**src/rtl/fetch_unit_if.sv**
```systemverilog
// Instruction-memory request/acknowledge bus between the fetch stage and imem.
// The master drives the request and address; the slave returns ack and read data.
interface fetch_unit_if;
  logic        Fo_imemReq;
  logic [31:0] Fo_imemAddr;
  logic        Fi_imemAck;
  logic [31:0] Fi_imemRdata;

  modport master (output Fo_imemReq, Fo_imemAddr, input Fi_imemAck, Fi_imemRdata);
  modport slave  (input Fo_imemReq, Fo_imemAddr, output Fi_imemAck, Fi_imemRdata);
endinterface

```
**src/rtl/fetch_unit.sv**
```systemverilog
// RV32I IF stage plus IF/ID register: owns the PC, fetches over a req/ack bus,
// buffers up to two words and presents {inst, pc, pc+4} to ID.
module fetch_unit #(
  parameter logic [31:0] RESET_PC = 32'h0000_0000,
  parameter logic [31:0] NOP_INST = 32'h0000_0013
) (
  input  logic                clk,
  input  logic                reset,
  input  logic                Fi_stall,
  input  logic                Ei_redirect,
  input  logic [31:0]         Ei_redirectPC,
  fetch_unit_if.master        imem,
  output logic [31:0]         Do_inst,
  output logic [31:0]         Do_pc,
  output logic [31:0]         Do_pcPlus4,
  output logic                Do_valid
);
  typedef enum logic {FETCH, DISCARD} state_e;

  state_e      state_q, state_d;
  logic        req_q, req_d;
  logic [31:0] addr_q, addr_d;
  logic [31:0] target_q, target_d;
  logic [31:0] qi_q [2];
  logic [31:0] qi_d [2];
  logic [31:0] qp_q [2];
  logic [31:0] qp_d [2];
  logic [1:0]  cnt_q, cnt_d;
  logic [31:0] inst_q, inst_d, pc_q, pc_d, pc4_q, pc4_d;
  logic        valid_q, valid_d;
  logic        accept, pop, push, bypass, wr_idx;
  logic [31:0] redirect_pc;

  assign accept      = req_q && imem.Fi_imemAck;
  assign redirect_pc = {Ei_redirectPC[31:2], 2'b00};

  always_comb begin
    state_d  = state_q;
    req_d    = req_q;
    addr_d   = addr_q;
    target_d = target_q;
    qi_d     = qi_q;
    qp_d     = qp_q;
    cnt_d    = cnt_q;
    inst_d   = inst_q;
    pc_d     = pc_q;
    pc4_d    = pc4_q;
    valid_d  = valid_q;
    pop      = 1'b0;
    push     = 1'b0;
    bypass   = 1'b0;
    wr_idx   = 1'b0;
    if (Ei_redirect) begin
      inst_d  = NOP_INST;
      valid_d = 1'b0;
      cnt_d   = 2'd0;
      // An unacknowledged request must still complete; its data is thrown away.
      if (req_q && !imem.Fi_imemAck) begin
        state_d  = DISCARD;
        target_d = redirect_pc;
      end else begin
        state_d = FETCH;
        addr_d  = redirect_pc;
        req_d   = 1'b1;
      end
    end else if (state_q == DISCARD) begin
      if (imem.Fi_imemAck) begin
        state_d = FETCH;
        addr_d  = target_q;
        req_d   = 1'b1;
      end
    end else begin
      if (!Fi_stall) begin
        if (cnt_q != 2'd0) begin
          inst_d  = qi_q[0];
          pc_d    = qp_q[0];
          pc4_d   = qp_q[0] + 32'd4;
          valid_d = 1'b1;
          pop     = 1'b1;
        end else if (accept) begin
          inst_d  = imem.Fi_imemRdata;
          pc_d    = addr_q;
          pc4_d   = addr_q + 32'd4;
          valid_d = 1'b1;
          bypass  = 1'b1;
        end else begin
          inst_d  = NOP_INST;
          valid_d = 1'b0;
        end
      end
      push = accept && !bypass;
      if (pop) begin
        qi_d[0] = qi_q[1];
        qp_d[0] = qp_q[1];
      end
      // Slot for the new word after the head (if any) has been popped.
      wr_idx = (cnt_q == 2'd2) || ((cnt_q == 2'd1) && !pop);
      if (push) begin
        qi_d[wr_idx] = imem.Fi_imemRdata;
        qp_d[wr_idx] = addr_q;
      end
      cnt_d = cnt_q - {1'b0, pop} + {1'b0, push};
      if (accept) addr_d = addr_q + 32'd4;
      req_d = (cnt_d < 2'd2);
    end
  end

  always_ff @(posedge clk) begin
    if (reset) begin
      state_q  <= FETCH;
      req_q    <= 1'b0;
      addr_q   <= {RESET_PC[31:2], 2'b00};
      target_q <= {RESET_PC[31:2], 2'b00};
      cnt_q    <= 2'd0;
      inst_q   <= NOP_INST;
      pc_q     <= 32'd0;
      pc4_q    <= 32'd4;
      valid_q  <= 1'b0;
    end else begin
      state_q  <= state_d;
      req_q    <= req_d;
      addr_q   <= addr_d;
      target_q <= target_d;
      cnt_q    <= cnt_d;
      inst_q   <= inst_d;
      pc_q     <= pc_d;
      pc4_q    <= pc4_d;
      valid_q  <= valid_d;
    end
    for (int i = 0; i < 2; i++) begin
      qi_q[i] <= qi_d[i];
      qp_q[i] <= qp_d[i];
    end
  end

  assign imem.Fo_imemReq  = req_q;
  assign imem.Fo_imemAddr = addr_q;
  assign Do_inst          = inst_q;
  assign Do_pc            = pc_q;
  assign Do_pcPlus4       = pc4_q;
  assign Do_valid         = valid_q;
endmodule

```
**src/flat_wrapper.sv**
```systemverilog
// flat-port wrapper written by rule: the top's interface ports become plain ports
module fetch_unit_flat 
#(
  parameter logic [31:0] RESET_PC = 32'h0000_0000,
  parameter logic [31:0] NOP_INST = 32'h0000_0013
)
  (clk, reset, Fi_stall, Ei_redirect, Ei_redirectPC, Do_inst, Do_pc, Do_pcPlus4, Do_valid, imem_Fo_imemReq, imem_Fo_imemAddr, imem_Fi_imemAck, imem_Fi_imemRdata);
  fetch_unit_if imem_i ();
  input  logic clk;
  input  logic reset;
  input  logic Fi_stall;
  input  logic Ei_redirect;
  input  logic [31:0] Ei_redirectPC;
  output logic [31:0] Do_inst;
  output logic [31:0] Do_pc;
  output logic [31:0] Do_pcPlus4;
  output logic Do_valid;
  output wire logic [$bits(imem_i.Fo_imemReq)-1:0] imem_Fo_imemReq;
  output wire logic [$bits(imem_i.Fo_imemAddr)-1:0] imem_Fo_imemAddr;
  input wire logic [$bits(imem_i.Fi_imemAck)-1:0] imem_Fi_imemAck;
  input wire logic [$bits(imem_i.Fi_imemRdata)-1:0] imem_Fi_imemRdata;
  assign imem_Fo_imemReq = imem_i.Fo_imemReq;
  assign imem_Fo_imemAddr = imem_i.Fo_imemAddr;
  assign imem_i.Fi_imemAck = imem_Fi_imemAck;
  assign imem_i.Fi_imemRdata = imem_Fi_imemRdata;
  fetch_unit #(.RESET_PC(RESET_PC), .NOP_INST(NOP_INST)) u_core (.clk(clk), .reset(reset), .Fi_stall(Fi_stall), .Ei_redirect(Ei_redirect), .Ei_redirectPC(Ei_redirectPC), .imem(imem_i), .Do_inst(Do_inst), .Do_pc(Do_pc), .Do_pcPlus4(Do_pcPlus4), .Do_valid(Do_valid));
endmodule
```
**config.mk**
```make
export PLATFORM = sky130hd
export DESIGN_NAME = fetch_unit_flat
export DESIGN_NICKNAME = d
export VERILOG_FILES = /design/src/rtl/fetch_unit_if.sv /design/src/rtl/fetch_unit.sv /design/src/flat_wrapper.sv
export SDC_FILE = /design/constraint.sdc
export NUM_CORES = 1
export LEC_CHECK = 0
export ABC_CLOCK_PERIOD_IN_PS = 9250
export CELL_PAD_IN_SITES_DETAIL_PLACEMENT = 1
export CELL_PAD_IN_SITES_GLOBAL_PLACEMENT = 1
export CORE_UTILIZATION = 42
export CTS_CLUSTER_DIAMETER = 100
export DETAILED_ROUTE_END_ITERATION = 8
export HOLD_SLACK_MARGIN = 0.02
export PLACE_DENSITY = 0.81
export SLEW_MARGIN = 20
export SYNTH_ARGS = -nofsm -noshare
export SYNTH_HDL_FRONTEND = slang
export SYNTH_SLANG_ARGS = --single-unit
```
**constraint.sdc**
```tcl
create_clock -name clk -period 9.25 [get_ports clk]
set_clock_uncertainty 0.1 [all_clocks]
set_input_delay 1.3875 -clock clk [delete_from_list [all_inputs] [get_ports clk]]
set_output_delay 1.3875 -clock clk [all_outputs]
set_load 0.05 [all_outputs]
```
==> impl_metrics.yaml, run 1 <==
detailed_routing:
  wl_per_cell_um: 21.6
  first_pass_iters: 5
  route.detailed.drc: 0
  wl_um: 44900
  initialDrtViolationCount: 1005
  vias_per_cell: 5.87
  vias: 12200
  ant_nets: 0
power:
  leakagePower_nw: 5.45
  sw_frac_of_total: 0.280
  vdd_ir_drop_max_uv: 101
  clockPowerShare: 0.405
  power_frac_comb: 0.134
  p_sw_w: 0.000889
  seq_power_share: 0.460
  power_density_nw_per_um2: 189
  p_int_w: 0.00229
clock_network:
  ctsHoldBuffers: 0
  path_clk_slew_ns: 0.06
  clkLatencyLatePin_ns: 0.52
  cts_max_level: 2
  post_cts_buffers: 0
  cts_tree: "yes"
  post_cts_resized: 0
  clockBufferDepth: 3
  tritoncts.num_buffers: 34
  cts_num_sinks: 285
  root_buffer: "clkbuf_16"
synthesis:
  synth_top_area_frac: 0.277
  synth_flop_cell: "dfxtp_1"
  synthesis.area_um2: 13700
  synth_warnings: 0
  synth.top_cells.by_area: "edfxtp_1 (28%), dfxtp_1 (23%), nand2_1 (8.9%)"
  synth-seq-cells: 285
  synth_cell_types: 66
  synth-seq-area-share: 0.510
  yosys.area.top_type: "edfxtp_1"
  postSynthAreaPerCell_um2: 9.12
  synth_edf_count: 126
  synth_cells: 1500
  synth-async-reset-ratio: 0
critical_path:
  cpPeakStageDelay_ns: 0.90
  critPathKind: "input port to flop"
  arrival_ns: 4.35
  cp_cell_sequence: "clkdlybuf4s50_1, nand2_1, nor2_4, buf_4, o21ai_0"
  critPathLaunchType: "input port"
  cp.required_ns: 9.37
  critPathMaxFanout: 78
  critical-path-slowest-cell: "nor2_4"
  end_kind: "flop"
floorplanning:
  die_area_um2: 33300
  coreArea_um2: 31800
  initial_core_util: 0.430
  die_x_um: 182
  num_io_pins: 199
  rows: 65
  dieHeight_um: 182
place:
  port_buffers: 194
  hpwl_um: 29200
  dpl.cell_count: 2017
  gp_congestion: 0.889
final_layout:
  final_cell_mix: "nand2_1 (325), clkdlybuf4s50_1 (192), dfxtp_1 (159)"
  finalNetCount: 1691
  area_growth_syn_to_layout_pct: 22.7
  layout.cells.non_filler: 2079
  finish.utilization: 0.527
  layout-drive-gt1-share: 0.0566
  mostFrequentLayoutCell: "nand2_1"
timing:
  final.min_clock_period_ns: 4.23
  final-hold-violation-count: 0
  rsz0062_at_grt: "no"
  clock.fmax_mhz: 236
  tightest_slew_ns: 1.07
  finalSetupViolations: 0
  slew_headroom: 0.286
  post-route-period-util: 0.458
  finalSetupTns_ns: 0
  finalMaxSlewViolations: 0
global_route:
  grt_pass1_wl_um: 69900
  track_usage: 0.268
  antenna_found_initial: 1
  grt_max_degree: 85
  gr-total-overflow: 0
  grt_pass1_vias: 12100
run:
  drv_cap: 0
outcome:
  status: "finished, final reports clean"
worst_hold_path:
  hold_class: "flop to flop"
[cell type report]
class                      instances  area, um^2
clock inverter                    17         145
fill                            3577       15000
sequential                       285        6970
inverter                          15        56.3
timing repair buffer             214        2080
tap                              435         544
multi-input combinational       1068        6060
clock buffer                      44         918
antenna                            1        2.50
[path summary, 6_finish.rpt]
path | start | end | slack [ns] | cells past startpoint
setup / recovery | imem_Fi_imemAck | u_core.qi_q[46] | 5.02 | 5
hold / removal | u_core.Do_pcPlus4[2] | u_core.Do_pcPlus4[2] | 0.35 | 2
setup reg to reg | u_core.imem.Fo_imemReq | u_core.qi_q[46] | 5.96 | 4
hold reg to reg | u_core.Do_pcPlus4[2] | u_core.Do_pcPlus4[2] | 0.35 | 2
[routing by layer]
| metal | wire length, um | global-route usage | part of all wire |
|---|---|---|---|
| met2 | 20900 | 0.431 | 0.46 |
| met5 | 0 | 0 | 0 |
| met1 | 20000 | 0.366 | 0.45 |
| met4 | 1560 | 0.104 | 0.035 |
| met3 | 2450 | 0.0363 | 0.055 |
[cell usage after synthesis, types with 7 or more instances]
cell and count:
a211oi_1 10, a21oi_1 74, a221oi_1 13, a22oi_1 21, a311oi_1 35, and3_1 16
and4_1 7, buf_1 8, buf_2 17, buf_4 8, clkbuf_1 86, dfxtp_1 159
edfxtp_1 126, inv_1 15, mux2i_1 67, nand2_1 325, nand3_1 35, nand4_1 15
nor2_1 109, nor3_1 53, nor4_1 18, o211ai_1 15, o21a_1 11, o21ai_0 110
o221ai_1 8, o31ai_1 7, o32ai_1 8, or3_1 9, xnor2_1 20, xor2_1 16
[state kept, by name, indices dropped and copies added (netlist names)]
name,flops
u_core.Do_inst,32
u_core.Do_pc,30
u_core.Do_pcPlus4,32
u_core.Do_valid,1
u_core.cnt_q,2
u_core.imem.Fo_imemAddr,30
u_core.imem.Fo_imemReq,1
u_core.qi_q,64
u_core.qp_q,62
u_core.state_q,1
u_core.target_q,30
[per-stage QoR]
| stage | instance area, um^2 | hold WS [ns] | setup WS, ns | total power [W] |
|---|---|---|---|---|
| 2_1_floorplan | 13700 | 0.331 | 2.08 | 0.00174 |
| 3_3_place_gp | 15700 | 0.338 | 4.75 | 0.00189 |
| 3_5_place_dp | 15700 | 0.347 | 4.55 | 0.00191 |
| 4_1_cts | 16800 | 0.355 | 5.05 | 0.00320 |
| 5_1_grt | 16800 | 0.370 | 4.78 | 0.00329 |
| 6_report | 16800 | 0.351 | 5.02 | 0.00318 |
[power by group through the flow]
stage	sequential, W	combinational, W	clock (W)
after floorplan	0.00153	0.000214	0
after global placement	0.00148	0.000410	0
after detailed placement	0.00149	0.000424	0
after global routing	0.00147	0.000462	0.00136
final	0.00146	0.000427	0.00129
after CTS	0.00146	0.000428	0.00131
[kinds of logic (layout without fill, tap and decap cells)]
family,Yosys count,after routing,synth area share
buffers and inverters,148,290,0.0528
xor gates and xnor gates,36,36,0.0231
AOI/OAI and AO/OA,341,341,0.161
DFF,285,285,0.510
other,1,3,0.000274
muxes,68,68,0.0499
adders and majority gates,4,4,0.00366
and+or+nand+nor,617,617,0.199
[critical path, delay by kind of cell]
family / cells / cell delay (ns)
simple gates: 2 / 1.26
buf+inv: 2 / 1.44
compound gates: 1 / 0.23
Note: power is estimated with default switching activity, not from simulation.
==> run 2: changes to the inputs <==
Settings changed: ABC_CLOCK_PERIOD_IN_PS 9250 to 3800, CORE_UTILIZATION 42 to 38, PLACE_DENSITY 0.81 to 0.77.
Clock period 9.25 ns to 3.8 ns, I/O delays scaled along.
==> run 2 against run 1 <==
Worst setup slack worse by 4.1 ns. Register-to-register slack worse by 5.1 ns. First-iteration DRC count is 16% lower. Sequential share of layout area is 0.51 points lower. Sequential power is 140% higher. Clock power is 140% higher. Critical endpoint is now u_core.Do_pcPlus4[24]. Die area is 10% higher. Flip-flop and latch count stayed put. Non-clock buffer count is 20 higher. Highest routed layer unchanged. Cell count is 2.0% higher. Count of clock-buffer cells in the layout is 3 higher. Wire length is 3.6% higher. Largest power group unchanged.
==> impl_metrics.yaml, run 2 (synthesis results as in run 1) <==
power:
  power_density_nw_per_um2: 455
  vdd_ir_drop_max_uv: 352
  power_w: 0.00772
  leakagePower_nw: 5.56
detailed_routing:
  wl_um: 46500
  ant_nets: 0
  wl_per_cell_um: 21.9
  dr_wl_met3_um: 2230
  top_layer_used: "met4"
  route.met2.wl_um: 22200
  route.detailed.drc: 0
  wl_met1_um: 20700
  vias_per_cell: 5.74
  vias: 12200
  first_pass_iters: 5
  initialDrtViolationCount: 843
worst_hold_path:
  hold_class: "flop to flop"
floorplanning:
  num_io_pins: 199
  die_area_um2: 36700
  dieHeight_um: 192
  coreArea_um2: 35500
  initial_core_util: 0.385
  die_x_um: 192
  rows: 69
final_layout:
  regMostFlops: "u_core.qi_q"
  area_growth_syn_to_layout_pct: 24.2
  largest_reg_flops: 64
  layout-drive-gt1-share: 0.0675
  finalNetCount: 1708
  mostFrequentLayoutCell: "nand2_1"
  reg_top3: "u_core.qi_q (64), u_core.qp_q (62)"
  antennaDiodeCount: 0
  stdcell_area_um2: 17000
  final_cell_mix: "nand2_1 (325), clkdlybuf4s50_1 (192), dfxtp_1 (159)"
timing:
  post-route-period-util: 0.763
  rsz0062_at_grt: "no"
  slew_headroom: 0.235
  final.min_clock_period_ns: 2.90
  final-hold-violation-count: 0
  finalSetupTns_ns: 0
  finalMaxSlewViolations: 0
  tightest_slew_ns: 1.14
  finalSetupViolations: 0
  clock.fmax_mhz: 345
critical_path:
  cp_cell_sequence: "ha_1, nand3_1, nor4_1, a31oi_1, nor3_1, o32ai_1"
  crit_buf_inv: 0
  cp.required_ns: 4.11
  critPathKind: "flop to flop"
  critPathLaunchType: "flop"
  cp_top_family: "simple AND/OR/NAND/NOR gates"
  end_kind: "flop"
  critical-path-slowest-cell: "nor4_1"
  cpPeakStageDelay_ns: 0.79
  arrival_ns: 3.21
  critPathMaxFanout: 8
global_route:
  antenna_found_initial: 0
  grt_pass1_vias: 12400
  grt_pass1_wl_um: 70900
  gr-total-overflow: 0
  track_usage: 0.247
  grt_max_degree: 75
place:
  gp_congestion: 0.851
  port_buffers: 194
  placed_area_um2: 15900
  hpwl_um: 31100
clock_network:
  root_buffer: "clkbuf_16"
  cts_max_level: 1
  ctsHoldBuffers: 0
  cts_num_sinks: 285
  cts_tree: "yes"
  clockBufferDepth: 3
  post_cts_buffers: 0
  path_clk_slew_ns: 0.06
  clkLatencyLatePin_ns: 0.57
  post_cts_resized: 0
  tritoncts.num_buffers: 31
run:
  drv_cap: 0
outcome:
  status: "finished, final reports clean"
==> run 2: changes by cell type in the layout (fill, tap and decap cells not counted), sizes merged <==
cell    previous run  this run
clkinv            12         6
bufinv             2         3
clkbuf            44        47
diode              1         0
inv               17        16
buf               22        42
==> run 2: stage by stage <==
| step | util | hold WS, ns | std cells | setup WS [ns] |
|---|---|---|---|---|
| finish | 0.479 | 0.350 | 2121 | 0.899 |
| global route | 0.479 | 0.357 | 2121 | 0.787 |
| CTS | 0.479 | 0.317 | 2121 | 0.924 |
| detailed placement | 0.449 | 0.344 | 2063 | 0.595 |
| global placement | 0.449 | 0.337 | 2063 | 0.693 |
| floorplan | - | 0.331 | 1501 | 0.271 |
==> run 2: layer usage <==
layer,vias to the layer above,track usage
li1,5662,-
met1,6105,0.324
met2,323,0.417
met3,85,0.0373
met4,0,0.0778
met5,-,0
==> run 2: tightest hold or removal path: stages (launching register included) <==
cell,delay [ns]
dfxtp_1,0.31
nand2_1,0.05
nand2_1,0.05
==> run 2: final timing paths <==
kind	startpoint	end	slack [ns]	cells after the start
worst min-delay path	u_core.Do_pcPlus4[2]	u_core.Do_pcPlus4[2]	0.35	2
worst max-delay path	u_core.imem.Fo_imemAddr[3]	u_core.Do_pcPlus4[24]	0.90	6
worst max register to register	u_core.imem.Fo_imemAddr[3]	u_core.Do_pcPlus4[24]	0.90	6
worst min register to register	u_core.Do_pcPlus4[2]	u_core.Do_pcPlus4[2]	0.35	2
==> run 2: report_power, final <==
part | switching (W) | internal (W)
clock | 0.00126 | 0.00184
combinational | 0.000708 | 0.000378
sequential | 0.000178 | 0.00337
==> run 2: layout make-up <==
class | instances | area [um^2]
clock buffers | 47 | 906
clock inverters | 11 | 133
fillers | 4051 | 18500
inverters | 15 | 56.3
multi-input cells | 1068 | 6050
flip-flops and latches | 285 | 6970
well taps | 461 | 577
repair buffers | 234 | 2300
